--- src/rtl/ws2812b_strip_ctrl_if.sv ---
// ----------------------------------------------------------------------------
// ws2812b_strip_ctrl_if
// Pixel stream between the frame sequencer and the WS2812B bit serializer.
//   px_data  : pixel colour, wire order GRB, MSB first
//   px_valid : pixel valid, held until accepted
//   px_latch : marks the last pixel of a frame
//   px_ready : serializer ready to accept a pixel
// master = frame sequencer (source), slave = serializer (sink).
// ----------------------------------------------------------------------------
interface ws2812b_strip_ctrl_if;
  logic [23:0] px_data;
  logic        px_valid;
  logic        px_latch;
  logic        px_ready;

  modport master (
    output px_data,
    output px_valid,
    output px_latch,
    input  px_ready
  );

  modport slave (
    input  px_data,
    input  px_valid,
    input  px_latch,
    output px_ready
  );
endinterface

--- src/rtl/ws2812b_strip_ctrl.sv ---
// ----------------------------------------------------------------------------
// ws2812b_strip_ctrl
// Frame sequencer for the WS2812B serializer. Holds a host-written pixel
// buffer and, on start, streams the first min(len, NUM_PIXELS) pixels to the
// serializer, flagging the last one with px_latch.
//
// Ports:
//   clk, rst_n   : clock, asynchronous active-low reset
//   i_wr_en      : buffer write strobe
//   i_wr_addr    : buffer write index (writes >= NUM_PIXELS ignored)
//   i_wr_data    : pixel colour (GRB)
//   i_start      : single-cycle frame start (ignored while busy)
//   i_fill       : with start, send pixel 0 to every position
//   i_len        : with start, number of pixels to send
//   i_bright     : global brightness (only with WS2812B_BRIGHTNESS_EN)
//   o_busy       : frame in progress
//   o_done       : one-cycle pulse at frame completion
//   px           : pixel stream to serializer (master modport)
//
// Build option: define WS2812B_BRIGHTNESS_EN to scale each channel by
// (bright+1)/256 when the pixel is loaded.
// ----------------------------------------------------------------------------
module ws2812b_strip_ctrl #(
  parameter int unsigned NUM_PIXELS = 16,
  parameter int unsigned IDX_W      = 4
) (
  input  logic                clk,
  input  logic                rst_n,
  input  logic                i_wr_en,
  input  logic [IDX_W-1:0]    i_wr_addr,
  input  logic [23:0]         i_wr_data,
  input  logic                i_start,
  input  logic                i_fill,
  input  logic [IDX_W:0]      i_len,
  input  logic [7:0]          i_bright,
  output logic                o_busy,
  output logic                o_done,
  ws2812b_strip_ctrl_if.master px
);

  localparam int unsigned  CNT_W = IDX_W + 1;
  localparam logic [CNT_W-1:0] NP_L = CNT_W'(NUM_PIXELS);

  typedef enum logic [2:0] {
    S_IDLE,
    S_LOAD,
    S_SEND,
    S_DRAIN,
    S_FIN
  } state_t;

  state_t           r_state, w_state;
  logic             r_busy, w_busy;
  logic             r_done, w_done;
  logic             r_px_valid, w_px_valid;
  logic             r_px_latch, w_px_latch;
  logic [23:0]      r_px_data, w_px_data;
  logic [CNT_W-1:0] r_index, w_index;
  logic [CNT_W-1:0] r_eff_len, w_eff_len;
  logic             r_fill, w_fill;

  logic [23:0]      r_buf [NUM_PIXELS];
  logic [IDX_W-1:0] w_rd_addr;
  logic [23:0]      w_buf_px;
  logic [23:0]      w_load_px;
  logic [CNT_W-1:0] w_len_clip;

  // Pixel buffer: no reset, written in any state
  always_ff @(posedge clk) begin
    if (i_wr_en && (CNT_W'(i_wr_addr) < NP_L)) begin
      r_buf[i_wr_addr] <= i_wr_data;
    end
  end

  assign w_rd_addr  = r_fill ? '0 : r_index[IDX_W-1:0];
  assign w_buf_px   = r_buf[w_rd_addr];
  assign w_len_clip = (i_len > NP_L) ? NP_L : i_len;

`ifdef WS2812B_BRIGHTNESS_EN
  // Channel scale: (c * (bright+1)) >> 8, so 255 is identity and 0 blanks
  function automatic logic [7:0] scale_ch(input logic [7:0] c, input logic [7:0] b);
    logic [15:0] prod;
    prod = 16'(c) * (16'(b) + 16'd1);
    return prod[15:8];
  endfunction

  assign w_load_px = {scale_ch(w_buf_px[23:16], i_bright),
                      scale_ch(w_buf_px[15:8],  i_bright),
                      scale_ch(w_buf_px[7:0],   i_bright)};
`else
  logic w_unused_bright;
  assign w_unused_bright = ^i_bright;
  assign w_load_px       = w_buf_px;
`endif

  // State and output registers
  always_ff @(posedge clk or negedge rst_n) begin
    if (!rst_n) begin
      r_state    <= S_IDLE;
      r_busy     <= 1'b0;
      r_done     <= 1'b0;
      r_px_valid <= 1'b0;
      r_px_latch <= 1'b0;
      r_px_data  <= '0;
      r_index    <= '0;
      r_eff_len  <= '0;
      r_fill     <= 1'b0;
    end else begin
      r_state    <= w_state;
      r_busy     <= w_busy;
      r_done     <= w_done;
      r_px_valid <= w_px_valid;
      r_px_latch <= w_px_latch;
      r_px_data  <= w_px_data;
      r_index    <= w_index;
      r_eff_len  <= w_eff_len;
      r_fill     <= w_fill;
    end
  end

  // Next-state and next-output logic
  always_comb begin
    w_state    = r_state;
    w_busy     = r_busy;
    w_done     = 1'b0;
    w_px_valid = r_px_valid;
    w_px_latch = r_px_latch;
    w_px_data  = r_px_data;
    w_index    = r_index;
    w_eff_len  = r_eff_len;
    w_fill     = r_fill;

    case (r_state)
      S_IDLE: begin
        if (i_start) begin
          w_fill    = i_fill;
          w_eff_len = w_len_clip;
          w_index   = '0;
          if (w_len_clip == '0) begin
            w_state = S_FIN;
          end else begin
            w_busy  = 1'b1;
            w_state = S_LOAD;
          end
        end
      end

      S_LOAD: begin
        w_px_data  = w_load_px;
        w_px_latch = (r_index == (r_eff_len - CNT_W'(1)));
        w_px_valid = 1'b1;
        w_state    = S_SEND;
      end

      S_SEND: begin
        if (px.px_ready && r_px_valid) begin
          w_px_valid = 1'b0;
          if (r_px_latch) begin
            w_state = S_DRAIN;
          end else begin
            w_index = r_index + CNT_W'(1);
            w_state = S_LOAD;
          end
        end
      end

      // Serializer drops ready after the last handshake; its return means
      // the bits and the latch gap have gone out
      S_DRAIN: begin
        if (px.px_ready) begin
          w_state = S_FIN;
        end
      end

      S_FIN: begin
        w_done     = 1'b1;
        w_busy     = 1'b0;
        w_px_latch = 1'b0;
        w_state    = S_IDLE;
      end

      default: begin
        w_state = S_IDLE;
      end
    endcase
  end

  assign o_busy      = r_busy;
  assign o_done      = r_done;
  assign px.px_data  = r_px_data;
  assign px.px_valid = r_px_valid;
  assign px.px_latch = r_px_latch;

endmodule

--- src/flat_wrapper.sv ---
// flat-port wrapper written by rule: the top's interface ports become plain ports
module ws2812b_strip_ctrl_flat 
#(
  parameter int unsigned NUM_PIXELS = 16,
  parameter int unsigned IDX_W      = 4
)
  (clk, rst_n, i_wr_en, i_wr_addr, i_wr_data, i_start, i_fill, i_len, i_bright, o_busy, o_done, px_px_data, px_px_valid, px_px_latch, px_px_ready);
  ws2812b_strip_ctrl_if px_i ();
  input  logic clk;
  input  logic rst_n;
  input  logic i_wr_en;
  input  logic [IDX_W-1:0] i_wr_addr;
  input  logic [23:0] i_wr_data;
  input  logic i_start;
  input  logic i_fill;
  input  logic [IDX_W:0] i_len;
  input  logic [7:0] i_bright;
  output logic o_busy;
  output logic o_done;
  output wire logic [$bits(px_i.px_data)-1:0] px_px_data;
  output wire logic [$bits(px_i.px_valid)-1:0] px_px_valid;
  output wire logic [$bits(px_i.px_latch)-1:0] px_px_latch;
  input wire logic [$bits(px_i.px_ready)-1:0] px_px_ready;
  assign px_px_data = px_i.px_data;
  assign px_px_valid = px_i.px_valid;
  assign px_px_latch = px_i.px_latch;
  assign px_i.px_ready = px_px_ready;
  ws2812b_strip_ctrl #(.NUM_PIXELS(NUM_PIXELS), .IDX_W(IDX_W)) u_core (.clk(clk), .rst_n(rst_n), .i_wr_en(i_wr_en), .i_wr_addr(i_wr_addr), .i_wr_data(i_wr_data), .i_start(i_start), .i_fill(i_fill), .i_len(i_len), .i_bright(i_bright), .o_busy(o_busy), .o_done(o_done), .px(px_i));
endmodule
--- config.mk ---
export PLATFORM = sky130hd
export DESIGN_NAME = ws2812b_strip_ctrl_flat
export DESIGN_NICKNAME = d
export VERILOG_FILES = /design/src/rtl/ws2812b_strip_ctrl_if.sv /design/src/rtl/ws2812b_strip_ctrl.sv /design/src/flat_wrapper.sv
export SDC_FILE = /design/constraint.sdc
export NUM_CORES = 1
export LEC_CHECK = 0
export CAP_MARGIN = 40
export CORE_ASPECT_RATIO = 1.5
export CORE_UTILIZATION = 55
export CTS_CLUSTER_DIAMETER = 30
export CTS_CLUSTER_SIZE = 16
export DETAILED_ROUTE_END_ITERATION = 10
export PLACE_DENSITY = 0.77
export SKIP_LAST_GASP = 1
export SYNTH_ARGS = -nofsm -noshare
export SYNTH_HDL_FRONTEND = slang
export SYNTH_SLANG_ARGS = --single-unit
export TNS_END_PERCENT = 20
--- constraint.sdc ---
create_clock -name clk -period 4.95 [get_ports clk]
set_input_delay 0.99 -clock clk [delete_from_list [all_inputs] [get_ports clk]]
set_output_delay 0.99 -clock clk [all_outputs]
set_load 0.01 [all_outputs]
==> impl.org, run 1 <==
** Cells and area
- Across the whole layout, storage elements account for 0.01259 mm2.
- Relative to the synthesized area, the layout overhead comes to 18.04%.
- Once layout is complete, the cells apart from fillers number 1,563.
- Filler instances :: 2,039
- Final antenna diode count :: 0
- The final layout contains 1,161 nets.
- Cells with a size suffix above 1 make up 19.60% of the layout.
- Area of the multi-input gates :: 0.004325 mm2

** Synth
- Area contributors post-synth :: sky130_fd_sc_hd__edfxtp_1 (67%), sky130_fd_sc_hd__dfrtp_1 (6.1%), sky130_fd_sc_hd__mux4_2 (3.1%)
- After synthesis the netlist holds a flip-flop and latch count of 426.
- Counting flops with a built-in enable in the synthesized netlist gives 384.
- Synth warn :: 0
- The synthesized netlist devotes 0.4071% of its cell area to XOR and XNOR gates.
- In this run, distinct cell masters in the synthesized netlist total 45.
- Area fraction in compound gates after synthesis :: 11.12%
- Combined area of all synthesized cells :: 0.01721 mm2
- Of the total synthesized cell area, the portion taken by AND, OR, NAND and NOR gates is 5.372%.
- After synthesis, the largest area contributor takes up 67.00% of total cell area.
- Ys flop type :: sky130_fd_sc_hd__edfxtp_1
- Multiplexer share of the synthesized area :: 7.684%
- Synthesized net count :: 1,078
- Counting flops with an async set or reset pin after synthesis yields a share of 9.859%.
- Most common cell in the netlist :: sky130_fd_sc_hd__edfxtp_1
- Sorting the synthesized cells by how often they occur yields sky130_fd_sc_hd__edfxtp_1 (384), sky130_fd_sc_hd__a21oi_1 (55), sky130_fd_sc_hd__mux2i_1 (50).
- Of the synthesized area, sequential elements account for 73.10%.
- Syn avg cell area :: 16.73 um2
- Main combinational cell family by area after synthesis :: compound AO/OA/AOI/OAI gates
- The largest total area in the synthesized netlist belongs to sky130_fd_sc_hd__edfxtp_1.
- Synthesis produced a netlist whose cell count is 1,029.
- Area share of fa/ha/maj cells after synthesis :: 0.1454%

** Placed design
- I/O Buffers :: 66
- Placer congestion estimate :: 0.7522
- The number of placed instances, taps included, is 1,461.
- HPWL after DPL :: 21.55 mm

** Critical path
- Data on the critical path arrives at its endpoint at 3.42 ns.
- Internal reg-to-reg setup slack :: 1.96 ns
- For this design, the slowest cell found on the critical path is sky130_fd_sc_hd__dfrtp_4.
- Critical Path Start Type :: register
- CP required :: 5.38 ns
- CP peak stage delay :: 0.99 ns
- Kind of critical path :: reg2reg
- List of cells traversed by the critical path :: nand2b_1 -> buf_4 -> nor2_2 -> buf_4 -> a22oi_1 -> o2111ai_1 -> o311ai_2
- Highest fanout seen on the critical path :: 60
- Among the stages of the critical path, the cell type that occurs most often is sky130_fd_sc_hd__buf_4.
- Measured in cells, the most critical reg-to-reg path has a length of 7.
- Worst R2R Start :: u_core.r_index[2]
- In this run the critical register-to-register path is captured at u_core.px.px_data[10].
- The worst setup path is captured at a register.

** Clocking
- The clock passes through at most 3 buffers.
- In this run the number of H-tree levels came out at 2.
- Clock tree from TritonCTS :: yes
- Clock-pin slew was measured on the worst setup and hold paths at 0.06 ns.
- Worst-Skew Late Latency :: 0.58 ns
- In this run, CTS created clock tree buffers numbering 54.
- For this design, the CTS-stage hold fixing added 0 buffers.
- In this run, post-CTS repair resized a total of 0 instances.
- Root buf cell :: sky130_fd_sc_hd__clkbuf_16
- Number of post-CTS setup repair buffers :: 0
- Total clock sinks :: 426

** Route
- The first routing iteration left 817 violations.
- In this run the top signal layer used is met4.
- Total length of routed wires :: 39.98 mm
- Count of nets left with antenna violations after detail routing :: 0
- Average routed wire per standard cell :: 25.58 um
- Length of routed met2 wiring :: 21.30 mm
- Dividing the detail-routed via count by the number of cells gives 6.333.
- The routed layout has 9,899 vias.
- The first detailed-routing pass ran for 8 iterations.
- After detailed routing, the wire length on met1 is 14.23 mm.
- After detailed routing, the number of remaining DRC violations is 2.
- Detailed routing placed a total of 2.508 mm of wire on met3.

** Global routing
- Vias in the first global route :: 10,160
- Total overflow reported by the global router :: 0
- Maximum number of pins on one net before global-route repair :: 128
- The initial antenna violation count is 0.
- Global routing consumed, over all layers together, 25.50% of the routing resources.
- The first global-routing pass estimated 59.65 mm of wire.

** Power
- VDD sags by at most 0.3286 mV.
- Total power per unit cell area :: 527.0 mW/mm2
- Leakage power figure :: 6.507 nW

** STA
- Setup Skew :: 0.02524 ns
- Setup violations remaining at the end of the flow were counted as 0.
- TNS Setup :: 0 ns
- Static timing analysis puts the maximum clock frequency at 0.3339 GHz.
- The final number of hold-violating endpoints was 0.
- Slew Limit Fails :: 0
- Tmin final :: 2.995 ns
- The worst path uses 60.50% of the clock period.
- Setup repair after global routing left no endpoint under its margin.
- Max transition margin :: 40.15%
- At the pin with the least slew margin, the transition time is 0.8978 ns.

** Status
- Violated checks :: design-rule violations
- Status :: complete, but fails checks

** Die
- Boundary Pins :: 75
- After floorplanning, the core was divided into 79 placement rows.
- Die Footprint :: 0.03202 mm2
- X dimension of the die :: 146.4 um
- Measured along the y axis, the die boundary spans 218.7 um.
- The core region is 0.03094 mm2.
- Initial core utilization :: 55.63%

** Hold path
- Hold crit path type :: in2async

** Run
- Max Cap Violations :: 0
layout by cell type, fill, tap and decap left out, drive strengths merged, types with 20 or more instances in the layout:
cell           Yosys  layout
mux2              25      25
dfrtp             42      42
edfxtp           384     384
o311ai            24      24
mux4              24      24
a211oi            25      25
o2111ai           24      24
mux2i             50      50
nor2b             49      49
o221ai            23      23
clkdlybuf4s50      0      65
buf               40      34
a21oi             55      55
o22a              23      23
a22oi             47      47
clkbuf            32      60
inv                5      20
nand2             42      42
nor2              48      48
state kept, by name, summed over array words and instances (netlist names):
| name | cells |
|---|---|
| u_core.o_done | 1 |
| u_core.r_index | 5 |
| u_core.px.px_data | 24 |
| u_core.r_fill | 1 |
| u_core.px.px_latch | 1 |
| u_core.r_buf | 384 |
| u_core.r_state | 3 |
| u_core.o_busy | 1 |
| u_core.r_eff_len | 5 |
| u_core.px.px_valid | 1 |
kinds of logic after synthesis:
group | Yosys count
flops | 426
compound gates | 237
simple gates | 180
mux | 99
buf+inv | 77
xor+xnor | 8
fa+ha+maj | 2
metrics by stage:
stage               setup WS [ns]  hold slack, ns  power [mW]  utilization [%]  cell area [um2]
finish                      1.955          0.3811       10.71            65.67            20320
global route                1.825          0.3759       11.07            65.67            20320
CTS                         1.942          0.3763       10.75            65.67            20320
detailed placement          1.698          0.4998       6.638            59.38            18370
global placement            1.761          0.4753       6.551            59.31            18350
floorplan                   1.343          0.4665       5.907                -            17210
critical path, delay by kind of cell (launching register included):
| family | cells | cell delay (ns) |
|---|---|---|
| DFF | 1 | 0.99 |
| buffers and inverters | 2 | 0.66 |
| AOI/OAI and AO/OA | 3 | 0.47 |
| and+or+nand+nor | 2 | 0.68 |
power by group:
part / leakage (nW) / internal [mW] / switching [mW] / total, mW
Combinational: 1.63 / 0.987 / 1.25 / 2.24
Sequential: 3.94 / 4.13 / 0.235 / 4.36
Clock: 0.935 / 2.48 / 1.63 / 4.11
layer usage:
metal	vias up	track usage (%)
met3	131	3.841
li1	4309	-
met2	458	45.67
met1	5001	29.41
met5	-	0
met4	0	13.78
worst max path at each step:
stage	start	end	cells past startpoint
6_report	u_core.r_index[2]	u_core.px.px_data[10]	7
5_1_grt	u_core.r_index[2]	u_core.px.px_data[19]	7
4_1_cts	u_core.r_index[2]	u_core.px.px_data[9]	7
3_5_place_dp	i_wr_addr[0]	u_core.r_buf[10][1]	4
3_3_place_gp	i_wr_addr[0]	u_core.r_buf[10][22]	4
2_1_floorplan	i_wr_addr[2]	u_core.r_buf[0][0]	2
final cells by class:
cell class,instances,share of cell area [%]
clock buffers,60,6.867
clock inverters,42,2.710
inverters,5,0.09238
multi-input cells,526,21.29
flip-flops and latches,426,61.98
well taps,405,2.494
repair buffers,99,4.570
(Power assumes the default switching activity.)
==> run 2, diff against run 1 <==
- clock period: 4.95 -> 3.12 ns (I/O delays scaled with it)
==> run 2 against run 1 <==
Net effect: the flow now finishes without violations; setup slack lost 1.2 ns; count of clock-buffer cells in the layout rose by 1; worst hold slack worse by 0.31 ns; maximum frequency up 25%; flip-flop and latch count unchanged; global-route usage grew 0.24 points; final cell count increased by 0.64%; clock skew down 0.013 ns; die area did not move; sequential power grew 58%; via count rose by 0.45%; largest power group unchanged.
==> impl.org, run 2 (synthesized netlist as in run 1, its figures left out) <==
** Die
- X dimension of the die :: 146.4 um
- Site row count :: 79
- Initial core utilization :: 55.63%
- Core region area :: 0.03094 mm2
- DIE HEIGHT :: 218.7 um
- In this run the count of I/O pins placed on the die edge is 75.
- The die covers 0.03202 mm2.

** Route
- Number of remaining DRC errors :: 0
- Total length of routed wires :: 39.85 mm
- Before antenna repair, the detailed router went through 5 iterations.
- After detailed routing, the number of vias per cell comes to 6.322.
- Once detail routing completed, the nets flagged for antenna violations numbered 0.
- For this block, the via count after detailed routing is 9,944.
- DRC violation total after the first TritonRoute iteration :: 815
- Average routed wire per standard cell :: 25.33 um

** Critical path
- At the worst endpoint, the required time is 3.56 ns.
- The worst setup path is captured at a register.
- Kind of critical path :: reg2reg
- The worst register-to-register path begins at u_core.r_state[1].
- Data arrival time at the worst-slack endpoint :: 2.83 ns
- STA classifies the critical path startpoint as a register.
- Counting cells, the worst reg-to-reg path comes to 5.
- In this run the worst path has a maximum fanout of 23.
- Internal reg-to-reg setup slack :: 0.73 ns
- Worst reg2reg endpoint :: u_core.px.px_data[20]

** Power
- Leakage power figure :: 6.495 nW
- Total power per unit cell area :: 811.9 mW/mm2
- Net Sw Frac :: 28.84%
- Of the total power, registers draw 42.0%.
- Maximum resistive drop on vdd :: 0.5310 mV
- The share of total power dissipated in the clock network is 36.0%.
- Logic gate share of total power :: 22.1%
- Total net switching power :: 4.747 mW
- Internal power contribution :: 11.71 mW

** Cells and area
- The library cells used most frequently in the layout, excluding fill and tap cells, are sky130_fd_sc_hd__edfxtp_1 (384), sky130_fd_sc_hd__clkdlybuf4s50_1 (65), sky130_fd_sc_hd__a21oi_1 (55).
- Final antenna diode count :: 0
- Top register by number of flip-flops :: u_core.r_buf
- Area delta synth->final :: 17.79%
- Flip-flop count of the largest register after layout :: 384
- Net count of the finished layout :: 1,176
- The library cell used most frequently in the layout, excluding fill and tap cells, is sky130_fd_sc_hd__edfxtp_1.
- Share of cells above drive strength 1 :: 19.95%

** STA
- The final number of hold-violating endpoints was 0.
- At the pin with the least slew margin, the transition time is 0.6188 ns.
- Static timing analysis puts the maximum clock frequency at 0.4176 GHz.
- In this run the tightest slew margin relative to its limit is 58.75%.
- Part of the cycle the worst path needs :: 76.76%
- Tightest hold margin :: 0.07195 ns
- Tmin final :: 2.395 ns
- The count of pins over their slew limit was 0.
- Setup Skew :: 0.01268 ns
- Final count of negative-setup-slack endpoints :: 0
- Unrepaired setup endpoints after global routing :: false
- Summed over all failing endpoints, the final setup total negative slack is 0 ns.

** Hold path
- Hold crit path type :: in2async

** Placed design
- Summed over all nets, the half-perimeter wirelength after detailed placement is 22.81 mm.
- I/O Buffers :: 66
- Placer congestion estimate :: 0.7726

** Global routing
- The number of global-route vias before repair came to 10,410.
- Across every metal layer, demand over resource in global routing totals 25.74%.
- Maximum number of pins on one net before global-route repair :: 63
- Antenna violations before repair :: 0
- Total overflow reported by the global router :: 0
- Wire length of the first global-routing pass :: 60.30 mm

** Clocking
- Number of post-CTS setup repair buffers :: 0
- Worst-Skew Late Latency :: 0.57 ns
- After clock tree synthesis, the clock-pin slew on the worst setup and hold paths is 0.06 ns.
- Clock buffers created by TritonCTS :: 52
- Root buf cell :: sky130_fd_sc_hd__clkbuf_16
- Clock tree from TritonCTS :: yes
- Cts repair resizes :: 0
- H-tree level count :: 2
- Counting every sink on the clock net gives 426.
- No sink is reached through more buffers than the 3 on the longest clock path.
- In this run, post-CTS hold repair placed 0 buffers.

** Status
- The flow ran to the end, and the final reports show no timing, DRC or antenna violations.

** Run
- Max-cap violations in this run came to 0.
-- run 2: cell types whose count changed in the layout (fill, tap and decap cells not counted), moves of 2 or more --
cell,delta
sky130_fd_sc_hd__clkbuf_16,-2
sky130_fd_sc_hd__clkinv_1,+3
sky130_fd_sc_hd__clkinv_2,+2
sky130_fd_sc_hd__clkbuf_8,+2
sky130_fd_sc_hd__buf_4,+13
sky130_fd_sc_hd__buf_12,+3
sky130_fd_sc_hd__clkinv_4,-3
sky130_fd_sc_hd__clkinvlp_4,+3
sky130_fd_sc_hd__inv_6,-5
sky130_fd_sc_hd__clkinv_8,-5
sky130_fd_sc_hd__bufinv_16,-3
-- run 2: critical path: stages, from the launching register on --
cell and delay [ns]:
sky130_fd_sc_hd__dfrtp_1 0.54, sky130_fd_sc_hd__nor2_1 0.25, sky130_fd_sc_hd__nand2_1 0.17, sky130_fd_sc_hd__buf_4 0.27, sky130_fd_sc_hd__or3_4 0.60, sky130_fd_sc_hd__o311ai_0 0.43
-- run 2: power groups by stage --
stage	clock, mW	combinational, mW	sequential (mW)
5_1_grt	6.23	3.92	6.94
6_report	5.92	3.63	6.91
4_1_cts	5.98	3.64	6.90
3_3_place_gp	0	3.48	7.00
2_1_floorplan	0	2.51	6.87
3_5_place_dp	0	3.61	7.01
-- run 2: layout make-up --
| class | instances | area, um2 |
|---|---|---|
| sequential | 426 | 12590 |
| fill | 2041 | 10670 |
| multi-input combinational | 526 | 4327 |
| clock buffer | 61 | 1376 |
| timing repair buffer | 116 | 1101 |
| tap | 405 | 506.7 |
| clock inverter | 34 | 352.8 |
| inverter | 5 | 18.77 |
-- run 2: worst max path at each step --
stage	startpoint	to	slack [ns]	cells after the start
global placement	i_wr_en	u_core.r_buf[2][19]	0.53	4
CTS	u_core.r_state[1]	u_core.px.px_data[20]	0.73	5
global route	u_core.r_state[1]	u_core.px.px_data[20]	0.61	5
detailed placement	i_wr_en	u_core.r_buf[2][20]	0.51	4
floorplan	i_wr_addr[2]	u_core.r_buf[8][0]	0.18	2
finish	u_core.r_state[1]	u_core.px.px_data[20]	0.73	5
-- run 2: routing by layer --
metal  global-route usage, %  up-vias  share of wire [%]  wire length [um]
li1                        -     4339                  -                 -
met1                   30.12     5067                 37             14810
met2                   45.57      425                 52             20900
met3                   4.593      113                6.2              2453
met4                   12.85        0                4.2              1688
met5                       0        -                  0                 0
-- run 2: metrics by stage --
| step | worst slack [ns] | power, mW | instance area [um2] | std cells | utilization, % |
|---|---|---|---|---|---|
| 2_1_floorplan | 0.1790 | 9.371 | 17220 | 1029 | - |
| 3_3_place_gp | 0.5299 | 10.48 | 18530 | 1477 | 59.89 |
| 3_5_place_dp | 0.5133 | 10.62 | 18540 | 1478 | 59.94 |
| 4_1_cts | 0.7306 | 16.53 | 20270 | 1573 | 65.53 |
| 5_1_grt | 0.6108 | 17.09 | 20270 | 1573 | 65.53 |
| 6_report | 0.7252 | 16.46 | 20270 | 1573 | 65.53 |
==> run 3, diff against run 2 <==
- CORE_UTILIZATION: 55 -> 54
- PLACE_DENSITY: 0.77 -> 0.79
- clock period: 3.12 -> 2.01 ns (I/O delays scaled with it)
==> run 3 against run 2 <==
Net effect: the flow now finishes with violations (negative setup slack); critical path depth is 4 lower; setup slack got worse by 0.73 ns; sequential share of layout area is 1.3 points lower; flip-flop and latch count stayed put; sequential power increased by 55%; worst hold slack improved by 0.23 ns; via count rose by 2.7%; count of clock-buffer cells in the layout rose by 2.
==> impl.org, run 3 (synthesized netlist as in run 1, its figures left out) <==
** Cells and area
- The area growth from synthesis to layout is 20.27%.
- The register with the most flip-flops in the layout has 384 of them.
- Commonest non-fill, non-tap cell in the layout :: sky130_fd_sc_hd__edfxtp_1
- Fin cells :: 1,608
- In the final layout, the share of cells above drive strength 1 is 21.86%.
- The number of antenna diodes in the final layout is 0.
- Top register by number of flip-flops :: u_core.r_buf
- In the layout the commonest cells are sky130_fd_sc_hd__edfxtp_1 (384), sky130_fd_sc_hd__clkdlybuf4s50_1 (65), sky130_fd_sc_hd__buf_4 (60).
- Net count of the finished layout :: 1,211
- With fillers left out, the area of the finished cells amounts to 0.02070 mm2.

** Run
- Max-cap violations in this run came to 0.

** Clocking
- Worst-Skew Late Latency :: 0.57 ns
- Clock-pin slew on the worst setup and hold paths :: 0.06 ns
- In this run the deepest clock path goes through 3 buffers.
- The H-tree generated during clock tree synthesis spans 2 levels.
- Root buf cell :: sky130_fd_sc_hd__clkbuf_16
- Counting the buffers created by CTS gives 49.
- Clock tree from TritonCTS :: yes
- Counting every sink on the clock net gives 426.

** Power
- The design draws 25.47 mW.
- For this design the ratio of total power to cell area is 1231 mW/mm2.
- Leakage power figure :: 6.697 nW
- Clock network power share :: 33.6%
- Sequential fraction of design power :: 41.9%
- Total net switching power :: 7.479 mW
- The internal power of the cells totals 17.99 mW.
- Logic gate share of total power :: 24.5%
- Net switching is 29.36% of the power.
- Maximum resistive drop on vdd :: 0.7829 mV

** Global routing
- Global Route Usage Sum :: 25.86%
- The number of global-route vias before repair is 10,780.
- Antenna violations before repair :: 2
- The first global-routing pass estimated 61.80 mm of wire.
- Entering global routing, the biggest net connects 34 pins.
- Summed over all layers, the global routing overflow is 0.

** Die
- Core region area :: 0.03124 mm2
- For this configuration, the core starts out at a cell density of 55.10%.
- Die Footprint :: 0.03261 mm2
- DIE HEIGHT :: 220.7 um
- X dimension of the die :: 147.8 um
- During I/O placement, the number of pins put on the boundary was 75.
- The initialized floorplan defines 79 standard-cell rows.

** Placed design
- Routability-driven placement finished with a final weighted congestion of 0.8060.
- HPWL after DPL :: 24.93 mm
- Including well taps, the total number of placed cells is 1,512.
- During placement, the flow inserted port buffers numbering 66.
- Cell area reported after detailed placement :: 0.01908 mm2

** STA
- Achievable clock frequency :: 0.4967 GHz
- Unrepaired setup endpoints after global routing :: true
- In this run the tightest slew margin relative to its limit is 51.72%.
- TNS Setup :: -0.003161 ns
- Across all setup checks in the final design, the least slack found is -0.003161 ns.
- At the pin with the least slew margin, the transition time is 0.7219 ns.
- Final hold violations :: 0
- Setup violations remaining at the end of the flow were counted as 1.
- Part of the cycle the worst path needs :: 100.2%
- The count of pins over their slew limit was 0.
- Setup Skew :: 0.02562 ns
- The worst path in the final design needs a cycle of 2.013 ns, including I/O delays and setup.

** Critical path
- Levels on crit path :: 1
- At the worst endpoint, the required time is 1.61 ns.
- Slowest-stage cell, CP :: sky130_fd_sc_hd__clkdlybuf4s50_1
- The critical path goes through clkdlybuf4s50_1.
- The worst register-to-register path ends at u_core.px.px_data[12].
- Crit path max-delay family :: buffers and inverters
- Internal reg-to-reg setup slack :: 0.01 ns
- The worst setup path is launched from a register.
- STA classifies the critical path endpoint as a primary output.
- Worst R2R Start :: u_core.r_index[0]
- The largest single stage delay on the critical path is 0.58 ns.
- Highest fanout seen on the critical path :: 3
- Together, buffers and inverters on the worst path number 1.
- Counting cells, the worst reg-to-reg path comes to 5.
- By startpoint and endpoint, the worst setup path is classified as reg2out.
- Data arrival time at the worst-slack endpoint :: 1.61 ns

** Route
- The routed layout has 10,220 vias.
- Dividing the detail-routed wire length by the instance count gives 25.27 um.
- Number of detailed-routing iterations run before antenna repair :: 7
- Count of nets left with antenna violations after detail routing :: 0
- For this run, design rule violations remaining after detail routing come to 0.
- The first routing iteration left 821 violations.
- Total length of routed wires :: 40.64 mm
- After detailed routing, the number of vias per cell comes to 6.353.

** Status
- Violated checks :: negative setup slack
- Status :: complete, but fails checks

** Hold path
- The tightest min-delay check is of the in2async type.
==> run 3: cell types whose count changed in the layout (fill, tap and decap cells not counted), sizes merged <==
cell / change
buf: +37
bufinv: -3
clkbuf: +2
clkinv: +1
clkinvlp: -5
dlygate4sd3: +1
inv: +2
==> run 3: stage by stage <==
stage                     hold slack [ns]  utilization [%]  worst slack (ns)
final                              0.3033            66.27         -0.003161
after global routing               0.3432            66.27          -0.05690
after CTS                          0.2839            66.25          -0.02741
after detailed placement           0.3536            61.08           -0.2092
after global placement             0.3583            61.08           -0.1564
after floorplan                    0.1064                -           -0.6315
==> run 3: layout make-up <==
class	instances	area [um2]
Tap cell	405	506.7
Fill cell	2046	10540
Inverter	5	18.77
Multi-Input combinational cell	526	4339
Sequential cell	426	12590
Clock buffer	63	1341
Timing Repair Buffer	154	1657
Clock inverter	29	245.2
==> run 3: repair_timing <==
item | in CTS | in global routing
hold buffers | 1 | 0
setup buffers | 2 | 1
setup endpoints to repair | 3 | 8
hold endpoints to repair | 14 | 0
gates resized for setup | 1 | 0
==> run 3: worst max-delay path by stage <==
stage                                        to                   from
final                            px_px_data[19]  u_core.px.px_data[19]
after global placement      u_core.r_buf[0][19]                i_wr_en
after detailed placement    u_core.r_buf[3][15]                i_wr_en
after global routing      u_core.px.px_data[19]      u_core.r_index[0]
after floorplan             u_core.r_buf[12][0]                i_wr_en
after CTS                           px_px_latch     u_core.px.px_latch
==> run 3: routing by layer <==
| layer | track usage [%] | part of all wire (%) | vias up | wire [um] |
|---|---|---|---|---|
| met1 | 29.98 | 36 | 5196 | 14570 |
| met4 | 13.13 | 4.3 | 4 | 1742 |
| met3 | 4.247 | 6.8 | 122 | 2751 |
| li1 | - | - | 4410 | - |
| met5 | 0 | 0.074 | - | 30 |
| met2 | 46.35 | 53 | 484 | 21550 |
==> run 3: worst register-to-register path, cell delays in order, from the launching register on <==
cell                       delay (ns)
sky130_fd_sc_hd__dfrtp_4         0.57
sky130_fd_sc_hd__buf_4           0.23
sky130_fd_sc_hd__buf_4           0.28
sky130_fd_sc_hd__mux4_2          0.34
sky130_fd_sc_hd__a22oi_1         0.28
sky130_fd_sc_hd__o311ai_2        0.16
==> run 3: power groups by stage <==
stage               Clock [mW]  Sequential [mW]  Combinational, mW
CTS                       8.66             10.7               6.23
global route              9.00             10.7               6.70
global placement             0             10.8               5.93
floorplan                    0             10.7               3.89
finish                    8.57             10.7               6.24
detailed placement           0             10.8               6.13
==> patch 1: new RTL, config.mk and constraints of run 3 <==
`IDX_W` is set to 4 in 2 places; all go to 5.
--- a/src/rtl/ws2812b_strip_ctrl.sv
+++ b/src/rtl/ws2812b_strip_ctrl.sv
@@ -22,7 +22,7 @@
 // ----------------------------------------------------------------------------
 module ws2812b_strip_ctrl #(
   parameter int unsigned NUM_PIXELS = 16,
-  parameter int unsigned IDX_W      = 4
+  parameter int unsigned IDX_W      = 5
 ) (
   input  logic                clk,
   input  logic                rst_n,
--- a/src/flat_wrapper.sv
+++ b/src/flat_wrapper.sv
@@ -2,7 +2,7 @@
 module ws2812b_strip_ctrl_flat 
 #(
   parameter int unsigned NUM_PIXELS = 16,
-  parameter int unsigned IDX_W      = 4
+  parameter int unsigned IDX_W      = 5
 )
   (clk, rst_n, i_wr_en, i_wr_addr, i_wr_data, i_start, i_fill, i_len, i_bright, o_busy, o_done, px_px_data, px_px_valid, px_px_latch, px_px_ready);
   ws2812b_strip_ctrl_if px_i ();
Ports: changed (resized i_len and i_wr_addr); port bits go from 75 to 77. No check against the original RTL was run, so the function may have changed too.
==> patch 1 against run 3 <==
The run still ends with setup timing left. Worst hold slack got worse by 0.043 ns. Design area decreased by 0.40%. Sequential cell count increased by 2. Routed wire length increased by 1.8%. Maximum frequency decreased by 0.53%. Critical path depth increased by 5. Power decreased by 0.77%. Synthesized cell count increased by 1.2%. Die area decreased by 0.24%. Utilization decreased by 0.055 points. Worst setup slack got worse by 0.011 ns. Synthesized area decreased by 0.24%. Critical endpoint is now u_core.px.px_data[23].
==> patch 1: results <==
export IMPL_gp_congestion=0.820
export IMPL_synth_fp_nets=1092
export IMPL_pwr_share_comb=0.213
export IMPL_synthFlopType="edfxtp_1"
export IMPL_switchingPower_mw=7.28
export IMPL_ys_top_cells_by_count="edfxtp_1 (384), nand2_1 (82), mux2i_1 (71), a22oi_1 (44), dfrtp_1 (44)"
export IMPL_status="complete, but fails checks"
export IMPL_syn_inst=1041
export IMPL_fin_ws_ns=-0.0140
export IMPL_placed_area_um2=18800
export IMPL_path_max_fanout=25
export IMPL_ctsHoldBuffers=1
export IMPL_grt_start_max_net_pins=47
export IMPL_largest_reg_flops=384
export IMPL_grt_use_met2=0.457
export IMPL_relSlewSlack=0.473
export IMPL_drt_initial_drc_count=1102
export IMPL_drtPass1Iterations=8
export IMPL_grt_pass1_wl_um=61100
export IMPL_netlist_top_cells_area="edfxtp_1 (67%), dfrtp_1 (6.4%), mux2i_1 (4.1%)"
export IMPL_drive_gt1_frac=0.201
export IMPL_gr_usage_met3=0.0503
export IMPL_dp_slack_ns=-0.220
export IMPL_met3_length_um=3510
export IMPL_clkPwrFrac=0.372
export IMPL_finalSetupViolCount=1
export IMPL_violations="setup timing"
export IMPL_hpwl_um=24900
export IMPL_dr_max_layer_used="met4"
export IMPL_wl_met1_um=14900
export IMPL_r2r_start="u_core.r_fill"
export IMPL_ys_seq_area_frac=0.736
export IMPL_fin_tns_setup_ns=-0.0140
export IMPL_total_leakage_power_nw=6.82
export IMPL_io_buffers=68
export IMPL_path_class="flop to flop"
export IMPL_final_cells=1621
export IMPL_whs_ns=0.260
export IMPL_swShare=0.288
export IMPL_antenna_found_initial=0
export IMPL_dpl_cell_count=1524
export IMPL_use_met1=0.314
export IMPL_vias=10207
export IMPL_rr_worst_depth=6
export IMPL_ys_types=56
export IMPL_routed_wl_met2_um=21600
export IMPL_fin_skew_ns=0.0165
export IMPL_timing_rr_end="u_core.px.px_data[23]"
export IMPL_clk_latency_ns=0.57
-- patch 1: cells by family after synthesis --
logic type	count (synthesis)	share of synthesized area
AO/OA/AOI/OAI	219	0.0946
XOR/XNOR	10	0.00510
adder cells (fa/ha/maj)	2	0.00146
buffers and inverters	73	0.0273
flip-flops	428	0.736
multiplexers	98	0.0748
AND/OR/NAND/NOR	211	0.0611
-- patch 1: critical path, cell delays in order, from the launching register on --
cell,delay (ns)
dfrtp_1,0.54
nand2b_2,0.32
buf_12,0.20
a211oi_1,0.23
a31oi_1,0.11
o211ai_1,0.36
nand3_1,0.11
-- patch 1: cell type report --
cell class / instances / area (um^2)
Multi-Input combinational cell: 540 / 4160
Timing Repair Buffer: 146 / 1510
Fill cell: 1980 / 10500
Clock inverter: 40 / 442
Antenna cell: 1 / 2.50
Clock buffer: 55 / 1330
Tap cell: 405 / 507
Inverter: 6 / 22.5
Sequential cell: 428 / 12600
==> patch 2: new RTL, flow settings as in run 3 <==
Without the edit above. Take the reset off `r_px_data` and load it in a clocked block of its own.
--- a/src/rtl/ws2812b_strip_ctrl.sv
+++ b/src/rtl/ws2812b_strip_ctrl.sv
@@ -101,7 +101,6 @@
       r_done     <= 1'b0;
       r_px_valid <= 1'b0;
       r_px_latch <= 1'b0;
-      r_px_data  <= '0;
       r_index    <= '0;
       r_eff_len  <= '0;
       r_fill     <= 1'b0;
@@ -111,11 +110,14 @@
       r_done     <= w_done;
       r_px_valid <= w_px_valid;
       r_px_latch <= w_px_latch;
-      r_px_data  <= w_px_data;
       r_index    <= w_index;
       r_eff_len  <= w_eff_len;
       r_fill     <= w_fill;
     end
+  end
+
+  always_ff @(posedge clk) begin
+    r_px_data <= w_px_data;
   end
 
   // Next-state and next-output logic
Check against the original RTL: differs if rst_n is asserted again (counterexample within 4 cycles, from zero or initial values and one cycle with rst_n low); with rst_n held inactive, the same outputs for 4 cycles.
==> patch 2 against run 3 <==
The run still ends with setup timing left. Routed wire length is 7.6% lower. Combinational power is 15% lower. Global-route usage is 2.1 points lower. Sequential share of layout area is 1.1 points higher. Design area is 0.80% lower. Synthesized area is 2.7% lower. Worst setup slack worse by 0.024 ns. Die area is 2.7% lower. Sequential cell count stayed put. First-iteration DRC count is 2.2% lower. Power is 0.36% lower. Largest cell class unchanged.
==> patch 2: results <==
export IMPL_drt_initial_drc_count=803
export IMPL_ys_warn_count=0
export IMPL_fin_tns_setup_ns=-0.0335
export IMPL_cp_slowest_cell="dfrtp_4"
export IMPL_cpPeakStageDelay_ns=0.53
export IMPL_syn_inst=901
export IMPL_placed_area_um2=18600
export IMPL_buffers=140
export IMPL_path_max_fanout=12
export IMPL_totalWireLength_um=37500
export IMPL_multi_input_area_share=0.187
export IMPL_synth_edf_count=408
export IMPL_hpwl_um=20900
export IMPL_nClkBuffers=60
export IMPL_seq_area_um2=12700
export IMPL_clockNetworkAreaShare=0.0876
export IMPL_fin_ws_ns=-0.0275
export IMPL_gp_congestion=0.815
export IMPL_synth_fp_nets=950
export IMPL_dpl_cell_count=1386
export IMPL_path_delay_family="flip-flops"
export IMPL_layout_nets=1090
export IMPL_finalSetupViolCount=2
export IMPL_multi_input_area_um2=3840
export IMPL_drive_gt1_frac=0.246
export IMPL_syn_avg_cell_area_um2=18.6
export IMPL_postCtsSetupRepairBufs=0
export IMPL_grt_pass1_vias=9400
export IMPL_pwr_share_comb=0.209
export IMPL_timing_rr_end="u_core.px.px_data[1]"
export IMPL_antenna_found_initial=1
export IMPL_dp_slack_ns=-0.221
export IMPL_vias=9019
export IMPL_ys_types=43
export IMPL_crit_arrival_ns=2.40
export IMPL_grt_util_all_layers=0.238
export IMPL_violations="setup timing"
export IMPL_fin_skew_ns=0.0294
export IMPL_drtPass1Iterations=5
export IMPL_wl_per_cell_um=25.3
export IMPL_netlist_top_cells_area="edfxtp_1 (73%), mux4_2 (6.5%), mux2i_1 (4.3%)"
export IMPL_final_nonclk_buf_share=0.0807
export IMPL_synthAdderAreaFrac=0.00149
export IMPL_switchingPower_mw=6.66
export IMPL_num_nonclk_inverters=6
export IMPL_cts_buffers=50
export IMPL_power_density_nw_per_um2=1240
export IMPL_status="complete, but fails checks"
export IMPL_synth_compound_area_frac=0.0528
export IMPL_grt_pass1_wl_um=54800
export IMPL_fillers=1839
patch 2: how the worst max path moves through the flow:
stage	to	slack [ns]	cells after the start
after floorplan	u_core.r_buf[12][0]	-0.63	2
after global placement	u_core.r_buf[3][15]	-0.17	4
after detailed placement	u_core.r_buf[2][15]	-0.22	4
after CTS	u_core.px.px_data[6]	-0.03	6
after global routing	u_core.px.px_data[6]	-0.08	6
final	u_core.px.px_data[1]	-0.03	5
patch 2: cell families after synthesis:
logic type	Yosys count
mux	147
simple gates	118
fa+ha+maj	2
xor+xnor	9
flops	426
compound gates	141
buf+inv	58
patch 2: routing by layer:
| metal | global-route usage | vias up | share of wire |
|---|---|---|---|
| met1 | 0.275 | 4565 | 0.36 |
| met2 | 0.419 | 423 | 0.53 |
| li1 | - | 3912 | - |
| met5 | 0 | - | 0.00035 |
| met3 | 0.0418 | 117 | 0.063 |
| met4 | 0.134 | 2 | 0.053 |
